==> config.mk <==
export PLATFORM = sky130hd
export DESIGN_NAME = inst_ram_loader
export DESIGN_NICKNAME = d
export VERILOG_FILES = /design/src/rtl/inst_ram_loader_pkg.sv /design/src/rtl/inst_ram_loader_acc.sv /design/src/rtl/inst_ram_loader.sv
export SDC_FILE = /design/constraint.sdc
export NUM_CORES = 1
export LEC_CHECK = 0
export ABC_AREA = 1
export CORE_ASPECT_RATIO = 0.9
export CORE_UTILIZATION = 45
export CTS_CLUSTER_SIZE = 10
export DETAILED_ROUTE_END_ITERATION = 8
export PLACE_DENSITY = 0.75
export SLEW_MARGIN = 30
export SYNTH_ARGS = -nofsm -noshare
export SYNTH_HDL_FRONTEND = slang
export SYNTH_SLANG_ARGS = --single-unit
==> constraint.sdc <==
create_clock -name clk -period 3.36 [get_ports clk]
set_clock_uncertainty 0.15 [all_clocks]
set_input_delay 1.008 -clock clk [delete_from_list [all_inputs] [get_ports clk]]
set_output_delay 1.008 -clock clk [all_outputs]
set_load 0.005 [all_outputs]
==> src/rtl/inst_ram_loader_pkg.sv <==
// Shared types and constants for the instruction RAM boot loader.
package inst_ram_loader_pkg;
    localparam int          DEF_W     = 32;
    localparam int          DEF_H     = 8;
    localparam logic [31:0] NOP_INSTR = 32'h0000_0013;

    typedef enum logic [2:0] {
        S_IDLE   = 3'd0,
        S_LOAD   = 3'd1,
        S_CSUM   = 3'd2,
        S_VERIFY = 3'd3,
        S_DONE   = 3'd4,
        S_ERROR  = 3'd5
    } state_t;
endpackage

==> src/rtl/inst_ram_loader_acc.sv <==
// Clearable modular accumulator; nxt exposes the would-be sum for same-cycle compares.
module ram_csum_acc #(
    parameter int W = 32
) (
    input  logic         clk,
    input  logic         rst_n,
    input  logic         clr,
    input  logic         en,
    input  logic [W-1:0] d,
    output logic [W-1:0] q,
    output logic [W-1:0] nxt
);
    assign nxt = q + d;

    always_ff @(posedge clk or negedge rst_n) begin
        if (!rst_n)  q <= '0;
        else if (clr) q <= '0;
        else if (en)  q <= nxt;
    end
endmodule

==> src/rtl/inst_ram_loader.sv <==
// Boot loader: streams a program into instruction RAM, checks its checksum,
// reads it back to verify, then hands the RAM read port to the core.
module inst_ram_loader
    import inst_ram_loader_pkg::*;
#(
    parameter int          W   = DEF_W,
    parameter int          H   = DEF_H,
    parameter logic [W-1:0] NOP = W'(NOP_INSTR)
) (
    input  logic         clk,
    input  logic         rst_n,
    input  logic         start,
    input  logic [H:0]   len,
    input  logic         s_valid,
    input  logic [W-1:0] s_data,
    output logic         s_ready,
    input  logic [W-1:0] core_pc,
    input  logic         core_re,
    output logic [W-1:0] core_inst,
    output logic         core_hold,
    output logic [W-1:0] ram_pc,
    output logic         ram_re,
    input  logic [W-1:0] ram_rdata,
    output logic         ram_we,
    output logic [W-1:0] ram_waddr,
    output logic [W-1:0] ram_wdata,
    output logic         busy,
    output logic         done,
    output logic         err
);
    localparam logic [H:0] MAX_LEN = {1'b1, {H{1'b0}}};

    state_t       state;
    logic [H:0]   idx, len_q;
    logic [W-1:0] sum, sum_nxt, vsum, vsum_nxt;
    logic         hs, idle_like, start_ok, len_bad, last;

    assign hs        = s_valid && s_ready;
    assign idle_like = (state == S_IDLE) || (state == S_DONE) || (state == S_ERROR);
    assign start_ok  = start && idle_like;
    assign len_bad   = (len == '0) || (len > MAX_LEN);
    assign last      = (idx == len_q - (H+1)'(1));

    ram_csum_acc #(.W(W)) u_sum (
        .clk(clk), .rst_n(rst_n), .clr(start_ok && !len_bad),
        .en(hs && state == S_LOAD), .d(s_data), .q(sum), .nxt(sum_nxt)
    );

    ram_csum_acc #(.W(W)) u_vsum (
        .clk(clk), .rst_n(rst_n), .clr(start_ok && !len_bad),
        .en(state == S_VERIFY), .d(ram_rdata), .q(vsum), .nxt(vsum_nxt)
    );

    always_ff @(posedge clk or negedge rst_n) begin
        if (!rst_n) begin
            state <= S_IDLE;
            idx   <= '0;
            len_q <= '0;
        end else begin
            case (state)
                S_IDLE, S_DONE, S_ERROR: begin
                    if (start) begin
                        if (len_bad) begin
                            state <= S_ERROR;
                        end else begin
                            len_q <= len;
                            idx   <= '0;
                            state <= S_LOAD;
                        end
                    end
                end
                S_LOAD: begin
                    if (hs) begin
                        idx <= last ? '0 : idx + (H+1)'(1);
                        if (last) state <= S_CSUM;
                    end
                end
                S_CSUM: begin
                    if (hs) state <= (s_data == sum) ? S_VERIFY : S_ERROR;
                end
                S_VERIFY: begin
                    idx <= idx + (H+1)'(1);
                    // vsum_nxt already includes the word being read this cycle
                    if (last) state <= (vsum_nxt == sum) ? S_DONE : S_ERROR;
                end
                default: state <= S_IDLE;
            endcase
        end
    end

    always_comb begin
        s_ready   = (state == S_LOAD) || (state == S_CSUM);
        ram_we    = (state == S_LOAD) && s_valid;
        ram_waddr = W'(idx) << 2;
        ram_wdata = s_data;
        ram_re    = 1'b0;
        ram_pc    = '0;
        core_inst = NOP;
        core_hold = 1'b1;
        busy      = (state == S_LOAD) || (state == S_CSUM) || (state == S_VERIFY);
        done      = (state == S_DONE);
        err       = (state == S_ERROR);
        if (state == S_VERIFY) begin
            ram_re = 1'b1;
            ram_pc = W'(idx) << 2;
        end else if (state == S_DONE) begin
            ram_re    = core_re;
            ram_pc    = core_pc;
            core_inst = ram_rdata;
            core_hold = 1'b0;
        end
    end
endmodule

==> metrics <==
status=completed; placer congestion estimate=between 0.9 and 1; clk root buf=clkbuf_16; vias in the first global route=10.2k; most instantiated library cell after synthesis=nand2_1; CP arrival=~2.2 ns; Power Density=about 740 nW/um^2; Initial DRT Pass Iterations=6; number of flops mapped to enable cells by yosys=0; Worst R2R Start=u_vsum.q[7]; leading area contributor after synthesis=dfrtp_1; Logic pwr share=72.9%; drt drc=0; worst r2r path cells=20; Iteration-0 DRC Markers=about 840; Synth Area in Adders=slightly below 9%; Max FO, Critical Path=11; # fillers=1,793; first-pass GRT wire length=50,400 um; Final Max Slew Viols=0; clock power share=9.3%; synthesized area per cell=6.10 um^2; most common flop cell mapped by yosys=dfrtp_1; core area=20,900 um^2; # port buffers=221; mux cell area share after synthesis=0.117%; crit path time final=approximately 3.4 ns; Distinct cells, synth=53; multi-input logic area=6630 um^2; Tightest Pin Transition=just over 0.5 ns; Chip Height=141 um; RR Endpoint=state[0]; Hold WC Path Type=in2async; Tot Pwr=between 10 and 15 mW; Total Wirelength=33,400 um; crit path kind=reg2out; placed cell areas=roughly 13,000 um^2; Site Rows=50; H-tree Lvls=3; main combinational cell family by area after synthesis=simple AND/OR/NAND/NOR gates; post-detail-place hpwl=26,400 um; Synth Area in Simple Gates=37.1%; clock sink total=85; Reg power frac=17.9%; P_leak=7.70 nW; R2R Setup Slk=0.63 ns; nets@finish=roughly 2.1k; drt via density=5.10; register area=2130 um^2; DRT antenna net count=0; Synth Area in Compound Gates=11.2%; Yosys top cell area share=22.0%; sw frac=48.2%; Worst-Skew Late Latency=0.36 ns; Setup Total Neg Slack=0 ns; CTS clk-pin slew, worst paths=~0.070 ns; Critical Path RT=2.20 ns; switching pwr=5.06 mW; slew margin rel.=between 60 and 70%; post-synthesis xor/xnor area fraction=under 10%; clock buffer count from CTS=9; WHS=0.378 ns; Ports=245; post-synthesis register bit count=85; via count=between 10k and 15k; Final Hold Vio Count=0; critical path startpoint category=flop; Total GRT Usage=29.2%; largest net degree at the start of global routing=between 50 and 60; Die Area=22,000 um^2; setup violators final=0; layout cells sized above 1=19.2%; drt wl/cell=15.0 um; Area Overhead vs Synth=46.8%; antenna diode count=0; RSZ-0062 raised after global routing=yes; Syn Std Cell Area=9650 um^2; Clock Path Buffers=2; Period Utilization, post-route=approximately 100%; Post-Syn Instances=1,581; Die W=about 160 um; initial core utilization=46.2%; TritonCTS clock tree=done; finished layout cell area=~14,000 um^2; Commonest cells post-synth=nand2_1 (440), inv_1 (282), nor2_1 (150), nand3_1 (126), dfrtp_1 (85); initial antenna violation count=0; Yosys warnings=0; max-cap viol count=0; ranking of synthesized cells by area=dfrtp_1 (22%), nand2_1 (17%), inv_1 (11%); maximum VDD drop=0.000303 V; sequential share of the synthesized area=22.0%; gr ovfl total=0; CP Capture Type=output pin; internal power=5.44 mW; f_max=298 MHz; Synth async-reset ratio=100%
cells in the final DEF (no fill, tap or decap), types with 52 or more instances in the layout:
master | Yosys | final
o21ai_0 | 71 | 69
dfrtp_1 | 85 | 85
inv_1 | 282 | 279
buf_4 | 55 | 177
nand3_1 | 126 | 117
a21oi_1 | 66 | 52
nand2_1 | 440 | 411
clkdlybuf4s50_1 | 0 | 186
nand2_2 | 30 | 56
nor2_1 | 150 | 141
power by group through the flow:
| stage | Combinational (mW) | Clock, mW | Sequential, mW |
|---|---|---|---|
| floorplan | 4.09 | 0 | 1.64 |
| global placement | 6.77 | 0 | 1.80 |
| detailed placement | 6.93 | 0 | 1.81 |
| CTS | 7.02 | 0.977 | 1.80 |
| global route | 8.38 | 1.01 | 1.91 |
| finish | 7.65 | 0.973 | 1.88 |
registers in the layout, summed over array words and instances (netlist names):
name,cells
u_vsum.q,32
u_sum.q,32
len_q,9
state,3
idx,9
cell type report:
cell class	count	area share, %
clock inverter	5	0.247
sequential	85	15.0
tap	286	2.53
inverter	289	7.66
timing repair buffer	402	26.1
clock buffer	11	1.71
multi-input combinational	1144	46.8
through the flow:
stage / setup slack [ns] / std cells / utilization [%]
6_report: 0.0000966 / 2222 / 67.8
2_1_floorplan: 0.178 / 1603 / -
4_1_cts: -0.103 / 2217 / 64.3
3_5_place_dp: -0.568 / 2199 / 62.8
5_1_grt: -0.0809 / 2222 / 67.8
3_3_place_gp: -0.448 / 2199 / 62.8
how the worst max path moves through the flow:
stage                            start         to  slack [ns]
final                         state[2]  ram_pc[4]      0.0001
after floorplan           ram_rdata[0]   state[0]        0.18
after global routing          state[2]  ram_pc[4]       -0.08
after detailed placement  ram_rdata[0]   state[0]       -0.57
after global placement    ram_rdata[0]   state[0]       -0.45
after CTS                 ram_rdata[0]   state[0]       -0.10
kinds of logic (layout without fill, tap and decap cells):
| family | after synthesis | count (layout) |
|---|---|---|
| AND/OR/NAND/NOR | 823 | 823 |
| buffers and inverters | 374 | 707 |
| AO/OA/AOI/OAI | 190 | 190 |
| flip-flops | 85 | 85 |
| adder cells (fa/ha/maj) | 66 | 66 |
| XOR/XNOR | 41 | 41 |
| other | 1 | 23 |
| multiplexers | 1 | 1 |
metal layers:
layer  part of all wire (%)  global-route usage [%]
met2                     43                    43.9
met4                    2.6                    9.13
met3                    8.9                    4.76
met1                     46                    42.3
met5                      0                       0
critical path: stages (launching register included):
cell             delay, ns
dfrtp_1               0.46
nor2_4                0.17
inv_2                 0.05
nor2_2                0.21
inv_2                 0.19
o21ai_0               0.21
clkdlybuf4s50_1       0.54
repair_timing:
item / CTS / global route
setup endpoints to repair: 5 / 38
pin swaps: 4 / 33
buffers inserted: 2 / 5
hold buffers: 0 / 0
resized for setup: 11 / 149
Note: power is estimated with default switching activity, not from simulation.
